### src/rtl/dbns_pkg.sv
// Shared constants, power-of-3 tables and FSM state type for the DBNS encoder.
// Imported by the encoder interface, candidate datapath and FSM top.
package dbns_pkg;

  localparam int DW   = 16;
  localparam int BMAX = 10;
  localparam int AW   = 4;
  localparam int BW   = 4;
  localparam int PW   = DW + 1;

  typedef enum logic [1:0] {
    IDLE,
    SEARCH,
    EMIT
  } state_e;

  localparam logic [DW-1:0] POW3 [0:BMAX] = '{
    16'd1,    16'd3,    16'd9,
    16'd27,   16'd81,   16'd243,
    16'd729,  16'd2187, 16'd6561,
    16'd19683, 16'd59049
  };

  localparam logic [AW-1:0] MSB3 [0:BMAX] = '{
    4'd0,  4'd1,  4'd3,  4'd4,
    4'd6,  4'd7,  4'd9,  4'd11,
    4'd12, 4'd14, 4'd15
  };

  function automatic logic [AW-1:0] msb_idx(
    input logic [DW-1:0] v
  );
    logic [AW-1:0] r;
    r = '0;
    for (int i = 0; i < DW; i++)
      if (v[i]) r = AW'(i);
    return r;
  endfunction

endpackage

### src/rtl/dbns_encoder_if.sv
// Operand-in / term-out valid-ready bundle of the DBNS encoder.
// slave: encoder side; master: producer/consumer side.
interface dbns_encoder_if;
  import dbns_pkg::*;

  logic          in_valid;
  logic          in_ready;
  logic [DW-1:0] in_data;
  logic          out_valid;
  logic          out_ready;
  logic [AW-1:0] out_a;
  logic [BW-1:0] out_b;
  logic          out_zero;
  logic          out_last;

  modport slave (
    input  in_valid, in_data, out_ready,
    output in_ready, out_valid, out_a,
    output out_b, out_zero, out_last
  );

  modport master (
    output in_valid, in_data, out_ready,
    input  in_ready, out_valid, out_a,
    input  out_b, out_zero, out_last
  );

endinterface

### src/rtl/dbns_term_cand.sv
// Largest 2^a*3^bidx <= rem for one ternary exponent (combinational).
// In: rem_i, bidx_i. Out: cand_o, a_c_o, cand_valid_o.
module dbns_term_cand
  import dbns_pkg::*;
(
  input  logic [DW-1:0] rem_i,
  input  logic [BW-1:0] bidx_i,
  output logic [PW-1:0] cand_o,
  output logic [AW-1:0] a_c_o,
  output logic          cand_valid_o
);

  logic [PW-1:0] p3;
  logic [PW-1:0] rem_x;
  logic [PW-1:0] sh;
  logic [AW-1:0] ac;

  always_comb begin
    p3           = {1'b0, POW3[bidx_i]};
    rem_x        = {1'b0, rem_i};
    cand_valid_o = (p3 <= rem_x);
    ac           = '0;
    if (cand_valid_o)
      ac = msb_idx(rem_i) - MSB3[bidx_i];
    // aligning msbs can overshoot by one bit
    sh     = p3 << ac;
    cand_o = sh;
    a_c_o  = ac;
    if (sh > rem_x) begin
      cand_o = sh >> 1;
      a_c_o  = ac - 1'b1;
    end
  end

endmodule

### src/rtl/dbns_encoder.sv
// Greedy binary-to-DBNS encoder: one ternary exponent scanned per clock.
// Ports: clk, rst (async active-low), bus (slave), busy.
module dbns_encoder
  import dbns_pkg::*;
(
  input  logic           clk,
  input  logic           rst,
  dbns_encoder_if.slave  bus,
  output logic           busy
);

  state_e        state_q, state_d;
  logic [DW-1:0] rem_q, rem_d;
  logic [DW-1:0] best_q, best_d;
  logic [AW-1:0] a_q, a_d;
  logic [BW-1:0] b_q, b_d;
  logic [BW-1:0] bidx_q, bidx_d;
  logic          ov_q, ov_d;
  logic [AW-1:0] oa_q, oa_d;
  logic [BW-1:0] ob_q, ob_d;
  logic          oz_q, oz_d;
  logic          ol_q, ol_d;

  logic [PW-1:0] cand;
  logic [AW-1:0] a_c;
  logic          cand_valid;

  dbns_term_cand u_cand (
    .rem_i        (rem_q),
    .bidx_i       (bidx_q),
    .cand_o       (cand),
    .a_c_o        (a_c),
    .cand_valid_o (cand_valid)
  );

  always_ff @(posedge clk or negedge rst) begin
    if (!rst) begin
      state_q <= IDLE;
      rem_q   <= '0;
      best_q  <= '0;
      a_q     <= '0;
      b_q     <= '0;
      bidx_q  <= '0;
      ov_q    <= 1'b0;
      oa_q    <= '0;
      ob_q    <= '0;
      oz_q    <= 1'b0;
      ol_q    <= 1'b0;
    end else begin
      state_q <= state_d;
      rem_q   <= rem_d;
      best_q  <= best_d;
      a_q     <= a_d;
      b_q     <= b_d;
      bidx_q  <= bidx_d;
      ov_q    <= ov_d;
      oa_q    <= oa_d;
      ob_q    <= ob_d;
      oz_q    <= oz_d;
      ol_q    <= ol_d;
    end
  end

  always_comb begin
    state_d = state_q;
    rem_d   = rem_q;
    best_d  = best_q;
    a_d     = a_q;
    b_d     = b_q;
    bidx_d  = bidx_q;
    ov_d    = ov_q;
    oa_d    = oa_q;
    ob_d    = ob_q;
    oz_d    = oz_q;
    ol_d    = ol_q;
    unique case (state_q)
      IDLE: begin
        if (bus.in_valid) begin
          rem_d   = bus.in_data;
          bidx_d  = '0;
          best_d  = '0;
          a_d     = '0;
          b_d     = '0;
          state_d = (bus.in_data == '0) ? EMIT : SEARCH;
        end
      end
      SEARCH: begin
        if (cand_valid && (cand > {1'b0, best_q})) begin
          best_d = cand[DW-1:0];
          a_d    = a_c;
          b_d    = bidx_q;
        end
        if (bidx_q == BW'(BMAX))
          state_d = EMIT;
        else
          bidx_d = bidx_q + 1'b1;
      end
      EMIT: begin
        // first EMIT cycle registers the term into the output stage
        if (!ov_q) begin
          ov_d = 1'b1;
          oa_d = a_q;
          ob_d = b_q;
          oz_d = (rem_q == '0);
          ol_d = (rem_q == best_q);
        end else if (bus.out_ready) begin
          ov_d  = 1'b0;
          rem_d = rem_q - best_q;
          if (ol_q) begin
            state_d = IDLE;
          end else begin
            state_d = SEARCH;
            bidx_d  = '0;
            best_d  = '0;
          end
        end
      end
      default: state_d = IDLE;
    endcase
  end

  assign bus.in_ready  = (state_q == IDLE);
  assign bus.out_valid = ov_q;
  assign bus.out_a     = oa_q;
  assign bus.out_b     = ob_q;
  assign bus.out_zero  = oz_q;
  assign bus.out_last  = ol_q;
  assign busy          = (state_q != IDLE);

endmodule
### src/flat_wrapper.sv
// flat-port wrapper written by rule: the top's interface ports become plain ports
module dbns_encoder_flat import dbns_pkg::*;
  (clk, rst, busy, bus_in_valid, bus_in_data, bus_out_ready, bus_in_ready, bus_out_valid, bus_out_a, bus_out_b, bus_out_zero, bus_out_last);
  dbns_encoder_if bus_i ();
  input  logic clk;
  input  logic rst;
  output logic busy;
  input wire logic [$bits(bus_i.in_valid)-1:0] bus_in_valid;
  input wire logic [$bits(bus_i.in_data)-1:0] bus_in_data;
  input wire logic [$bits(bus_i.out_ready)-1:0] bus_out_ready;
  output wire logic [$bits(bus_i.in_ready)-1:0] bus_in_ready;
  output wire logic [$bits(bus_i.out_valid)-1:0] bus_out_valid;
  output wire logic [$bits(bus_i.out_a)-1:0] bus_out_a;
  output wire logic [$bits(bus_i.out_b)-1:0] bus_out_b;
  output wire logic [$bits(bus_i.out_zero)-1:0] bus_out_zero;
  output wire logic [$bits(bus_i.out_last)-1:0] bus_out_last;
  assign bus_i.in_valid = bus_in_valid;
  assign bus_i.in_data = bus_in_data;
  assign bus_i.out_ready = bus_out_ready;
  assign bus_in_ready = bus_i.in_ready;
  assign bus_out_valid = bus_i.out_valid;
  assign bus_out_a = bus_i.out_a;
  assign bus_out_b = bus_i.out_b;
  assign bus_out_zero = bus_i.out_zero;
  assign bus_out_last = bus_i.out_last;
  dbns_encoder u_core (.clk(clk), .rst(rst), .bus(bus_i), .busy(busy));
endmodule
### config.mk
export PLATFORM = sky130hd
export DESIGN_NAME = dbns_encoder_flat
export DESIGN_NICKNAME = d
export VERILOG_FILES = /design/src/rtl/dbns_pkg.sv /design/src/rtl/dbns_encoder_if.sv /design/src/rtl/dbns_term_cand.sv /design/src/rtl/dbns_encoder.sv /design/src/flat_wrapper.sv
export SDC_FILE = /design/constraint.sdc
export NUM_CORES = 1
export LEC_CHECK = 0
export ABC_AREA = 1
export CAP_MARGIN = 25
export CORE_ASPECT_RATIO = 0.7
export CORE_MARGIN = 2
export CORE_UTILIZATION = 47
export CTS_BUF_LIST = sky130_fd_sc_hd__clkbuf_2 sky130_fd_sc_hd__clkbuf_4 sky130_fd_sc_hd__clkbuf_8
export CTS_CLUSTER_DIAMETER = 30
export DETAILED_ROUTE_END_ITERATION = 8
export GPL_TIMING_DRIVEN = 0
export PLACE_DENSITY = 0.68
export SLEW_MARGIN = 30
export SYNTH_ARGS = -nofsm -noshare
export SYNTH_HDL_FRONTEND = slang
export SYNTH_SLANG_ARGS = --single-unit
### constraint.sdc
create_clock -name clk -period 6.3 [get_ports clk]
set_input_delay 1.26 -clock clk [delete_from_list [all_inputs] [get_ports clk]]
set_output_delay 1.26 -clock clk [all_outputs]
set_load 0.1 [all_outputs]
# == Yosys cells after proc, flatten, opt, wreduce, memory -nomap -nowiden ==
# Memories as Yosys holds them, arrays and structs flattened.
# Index checks and enable logic that the tools add are counted.
# word_totals
ff_bits,57
romBits,320
inputBits,20
wordCells,101
n_memories,2
# op_classes
n_addsub,4
order_cmp,4
n_eq_ne,11
shift,1
mux,52
bitwise,2
n_reduce_logical,14
# memory_table
memory,depth,width,read_ports,rd_ports_with_merged_regs,write_ports,line_no,source
(no name shown),16,16,1,0,0,dbns_term_cand.sv:19,"p3 = {1'b0, POW3[bidx_i]};"
(no name shown),16,4,1,0,0,dbns_term_cand.sv:24,ac = msb_idx(rem_i) - MSB3[bidx_i];
# ops
cell,count
2-to-1 mux 16 bit,10
2-to-1 mux 4 bit,26
case mux 16 bit (3 select lines),1
greater-than comparator 17 x 16 -> 1 bit,2
zero test 16 bit,2
case mux 16 bit (2 select lines),1
2-to-1 mux 17 bit,1
left shift 16 x 4 -> 17 bit,1
== test 16 bit,1
less-or-equal comparator 16 bit,1
case mux 4 bit (2 select lines),2
subtractor 16 bit,1
case mux 4 bit (3 select lines),1
AND reduction 6 bit,2
2-to-1 mux 2 bit,5
!= test 2 bit (second input constant),4
AND reduction 4 bit,2
!= test 2 x 1 -> 1 bit (second input constant),3
case mux 2 bit (3 select lines),1
nonzero test 2 bit,3
greater-or-equal comparator 5 bit (second input constant),1
NOT 4 -> 5 bit,1
adder 4 x 1 -> 4 bit (second input constant),1
== test 4 bit (second input constant),1
other kinds (11),14

# == Longest topological paths before layout ==
# depth
word_depth,25
ltp_mapped,51

# == By module ==
# Synthesis repeated with hierarchy kept, for this count alone.
# unflattened
hier_cells,973
area_unflattened_um2,6419.9
# by_module_without_submodules
module,n_inst,cells_each,area_each_um2,seq_area_each_um2
dbns_encoder,1,548,3976.3,1426.4
dbns_term_cand,1,425,2443.6,0.0

# == Least setup slack after synthesis ==
# Ideal clock, no wire load.
# synth_path
path_type,flip-flop to flip-flop
from,register u_core.bidx_q[1]
to,register u_core.best_q[10]
setup_ns,0.066
t_arrival_ns,6.115
required_time_ns,6.234
slack_ns,0.119
path_stages_with_launch,41
path_buffers,4
cell_sequence,dfrtp_1 -> inv_1 -> ha_1 -> o21ai_1 -> a21oi_1 -> a21oi_1 -> ha_1 -> inv_1 -> fa_1 -> nand2_2 -> buf_6 -> buf_4 -> ha_1 -> inv_1 -> o21ai_0 -> nand2_1 -> inv_1 -> ha_1 -> (+5 left out) -> nand2_1 -> nand2_1 -> nand2_1 -> nand2_1 -> buf_1 -> nand3_1 -> and2_1 -> ha_1 -> nand2_1 -> nor2_1 -> nor3b_1 -> nand4_1 -> o2111ai_1 -> nand4_1 -> inv_1 -> clkbuf_1 -> nand3_1 -> nand2_1
# synth_between
elab_chain_cells,13
elab_cells_between_ends,19
# synth_rtl
element,line_no,source
from (decl),dbns_encoder.sv:17,"logic [BW-1:0] bidx_q, bidx_d;"
from (signal assigned),dbns_encoder.sv:55,bidx_q <= bidx_d;
NOT 4 -> 5 bit (implied by the code) *,"dbns_term_cand.sv:19, dbns_term_cand.sv:24",
memory (16 x 16 bit) or memory (16 x 4 bit) (tied branches),-,
2-to-1 mux 16 bit (implied by the code) or 2-to-1 mux 4 bit (tied branches) (2 in a row),"dbns_term_cand.sv:19, dbns_term_cand.sv:24",
less-or-equal comparator 16 bit or subtractor 4 bit (tied branches),"dbns_term_cand.sv:21, dbns_term_cand.sv:24",
2-to-1 mux 4 bit,dbns_term_cand.sv:23,if (cand_valid_o)
left shift 16 x 4 -> 17 bit,dbns_term_cand.sv:26,sh = p3 << ac;
greater-than comparator 17 x 16 -> 1 bit,dbns_term_cand.sv:29,if (sh > rem_x) begin
2-to-1 mux 17 bit,dbns_term_cand.sv:29,
greater-than comparator 17 x 16 -> 1 bit,dbns_encoder.sv:88,"if (cand_valid && (cand > {1'b0, best_q})) begin"
logical AND 1 bit,dbns_encoder.sv:88,
!= test 2 x 1 -> 1 bit (no line),-,
AND reduction 6 bit (no line),-,
to (signal assigned),dbns_encoder.sv:52,best_q <= best_d;
to (decl),dbns_encoder.sv:14,"logic [DW-1:0] best_q, best_d;"
# Every way passes the cells marked *; elsewhere a longest branch is shown, timed or not. The select of a mux whose other input is x is not followed.
# A chain may end at the register's enable or synchronous reset.

# == Final worst setup path ==
# layout_path
from,register u_core.rem_q[3]
to,register u_core.a_q[0]
# layout_between
elab_chain_cells,23
elab_cells_between_ends,28
# layout_rtl
element,line_no,source
from (decl),dbns_encoder.sv:13,"logic [DW-1:0] rem_q, rem_d;"
from (signal assigned),dbns_encoder.sv:51,rem_q <= rem_d;
2-to-1 mux 4 bit (13 in a row),dbns_pkg.sv:36,if (v[i]) r = AW'(i);
2-to-1 mux 4 bit,dbns_term_cand.sv:23,
subtractor 4 bit,dbns_term_cand.sv:24,
2-to-1 mux 4 bit,dbns_term_cand.sv:23,
left shift 16 x 4 -> 17 bit,dbns_term_cand.sv:26,
greater-than comparator 17 x 16 -> 1 bit,dbns_term_cand.sv:29,
2-to-1 mux 17 bit,dbns_term_cand.sv:29,
greater-than comparator 17 x 16 -> 1 bit,dbns_encoder.sv:88,
logical AND 1 bit,dbns_encoder.sv:88,
!= test 2 x 1 -> 1 bit (no line),-,
AND reduction 3 bit (no line),-,
to (signal assigned),dbns_encoder.sv:41,a_q <= '0;
to (signal assigned),dbns_encoder.sv:53,a_q <= a_d;
to (decl),dbns_encoder.sv:15,"logic [AW-1:0] a_q, a_d;"
# Several ways; a longest one is shown, not always the timed one. The select of a mux whose other input is x is not followed.

==> run_results.csv <==
group,metric,value,unit
routing,drt_iter0_markers,720,
setup_path,crit_slowest_cell,"fa_2",
floorplan,core_area,0.0123,mm2
min_path,worstHoldPathCells,2,
floorplan,dieArea,0.0135,mm2
routing,drt-pass1-iter-count,5,
cells_and_area,n_fill_cell,1089,
yosys,synth_area_leader_cell,"dfrtp_1",
cells_and_area,area_delta_synth_final,34.3,%
routing,via_per_inst,5.67,
setup_path,crit_fanout,8,
global_routing,overflow,0,
setup_path,cp-end-kind,"register",
setup_path,arrival,6390,ps
clock_network,cts_hold_buf,0,
yosys,ys_warn_count,0,
setup_path,crit_required,6550,ps
timing,slew_headroom,34.5,%
yosys,async_flop_share,100,%
global_routing,grt_first_pass_wirelength,30100,um
clock_network,root_buffer,"clkbuf_8",
global_routing,grt_pass1_vias,5613,
floorplan,die_w,138,um
timing,slew_violations,0,
setup_path,start_kind,"register",
placement,numPortBuffers,32,
cells_and_area,multi_input_area,0.00458,mm2
setup_path,critPathKind,"register to register",
yosys,ys.flop_type,"dfrtp_1",
yosys,synth_area,0.00590,mm2
routing,routedWlPerCell,17.8,um
clock_network,clock_sinks,57,
floorplan,ios,33,
timing,clock_skew,8.45,ps
placement,dp_hpwl,14700,um
timing,whs,469,ps
yosys,ys_types,44,
routing,antenna_left,0,
yosys,synth.avg_cell_area,6.70,um2
run,cap_viol_max_count,0,
floorplan,fp.dieH,97.7,um
global_routing,grt_start_max_net_pins,31,
clock_network,cts.htree.levels,3,
timing,rsz0062_at_grt,"yes",
setup_path,critical_path.max_stage_delay,560,ps
setup_path,crit_top_cell,"nand2_1",
yosys,ys_seq_elements,57,
timing,hold_violations,0,
yosys,syn_inst,881,
global_routing,antenna_found_initial,1,
timing,finalCritPeriodShare,97.5,%
yosys,synth.yosys.seq_area_share,24.2,%
clock_network,clk_path_buf_depth,2,
cells_and_area,layout-drive-gt1-share,26.2,%
min_path,worstHoldPathType,"register to register",
clock_network,clkTransAtPathRegs,70,ps
yosys,synth-edff-count,0,
routing,vias,6510,
routing,drcViolationCount,0,
outcome,status,"completed",
yosys,synth.top_cell.area_share,24.2,%
clock_network,clkLatencyLatePin,370,ps
cells_and_area,seq_area,0.00143,mm2
cells_and_area,final_nets,1077,
clock_network,cts_buffers,9,
floorplan,initial_core_util,47.8,%
yosys,synthesis.nets,977,
timing,fmaxAchievable,163,MHz
global_routing,grtUsageTotal,29.3,%
timing,tightest_slew,979,ps
timing,layout_min_cycle_time,6140,ps
yosys,synth.most_common_cell,"nand2_1",
yosys,yosys-top-cells-count,"238 x nand2_1, 117 x nand3_1, 106 x inv_1",
placement,gp_congestion,0.952,
routing,totalWireLength,20400,um
setup_path,worstRegToRegCells,47,
timing,finalSetupViolations,0,
clock_network,cts_tree,"done",
floorplan,placementRows,34,
yosys,synth_area_leaders,"dfrtp_1 24%, ha_1 16%, nand2_1 15%",
==> cell type report <==
cell class	instances	share of cell area, %
diodes	1	0.0316
plain buffers	25	3.00
clock buffers	13	2.02
clock inverters	3	0.505
inverters	115	5.67
multi-input cells	683	57.8
flip-flops and latches	57	18.0
well taps	162	2.56
repair buffers	90	10.4
==> sequential cells by signal, summed over array words and instances, names as in the netlist, 2 cells and up <==
signal,count
u_core.rem_q,16
u_core.bus.out_b,4
u_core.best_q,16
u_core.a_q,4
u_core.bidx_q,4
u_core.state_q,2
u_core.bus.out_a,4
u_core.b_q,4
==> kinds of logic (layout without fill, tap and decap cells) <==
kind of cell	Yosys count	count (layout)	synth area share [%]
simple gates	450	451	33.9
buf+inv	142	246	9.76
compound gates	141	141	13.6
fa+ha+maj	76	76	16.4
flops	57	57	24.2
xor+xnor	15	15	2.23
other cells	0	1	0
==> cells in the final DEF (no fill, tap or decap), types with 10 or more instances in the layout <==
cell             instances
inv_1                   90
nand3_1                102
xor2_1                  11
ha_1                    58
nand2_1                192
inv_2                   19
o21ai_0                 39
nand3_2                 15
clkdlybuf4s50_1         31
ha_4                    14
a21oi_1                 41
buf_4                   54
dfrtp_1                 54
nand2_2                 43
clkbuf_8                10
nor2_1                  35
nand2_4                 11
==> repair_timing <==
item	in CTS	in global routing
gates resized for setup	54	176
gates cloned	1	4
endpoints found under the setup margin	24	24
buffers inserted	16	37
pin swaps	12	55
hold endpoints to repair	0	0
==> per-layer routing <==
layer / vias to the layer above / wire (um) / part of all wire [%] / GRT usage (%)
met5: - / 0 / 0 / 0
met4: 0 / 266 / 1.3 / 7.14
met3: 30 / 2070 / 10 / 8.83
met2: 256 / 8510 / 42 / 40.3
met1: 3080 / 9570 / 47 / 44.3
li1: 3144 / - / - / -
==> final timing paths <==
check	from	to	slack (ps)
max	u_core.rem_q[3]	u_core.a_q[0]	160
min	u_core.bus.out_a[3]	u_core.bus.out_a[3]	470
max reg2reg	u_core.rem_q[3]	u_core.a_q[0]	160
min reg2reg	u_core.bus.out_a[3]	u_core.bus.out_a[3]	470
max in group asynchronous	rst	u_core.bidx_q[2]	4970
min in group asynchronous	rst	u_core.best_q[10]	810
==> critical path: cells and delay by family, from the launching register on <==
family                   cells  cell delay [ps]
flip-flops                   1              400
buffers and inverters        9              840
AND/OR/NAND/NOR             24             2170
adder cells (fa/ha/maj)      4             1310
AO/OA/AOI/OAI               10             1270
==> metrics by stage <==
stage          setup TNS, ps  cell area (um2)  setup WS (ps)  utilization (%)  std cells
2_1_floorplan              0             5900            119                -        881
3_3_place_gp          -38010             6420          -1660             52.1       1075
3_5_place_dp          -36250             6440          -1580             52.2       1076
4_1_cts                    0             6920           14.2             56.1       1107
6_report                   0             7930            160             64.2       1149
5_1_grt                -5470             7920           -258             64.2       1148
Power is left out: the tool's default activity adds up to more than one toggle a clock period on the data nets, which glitch-free logic cannot reach.
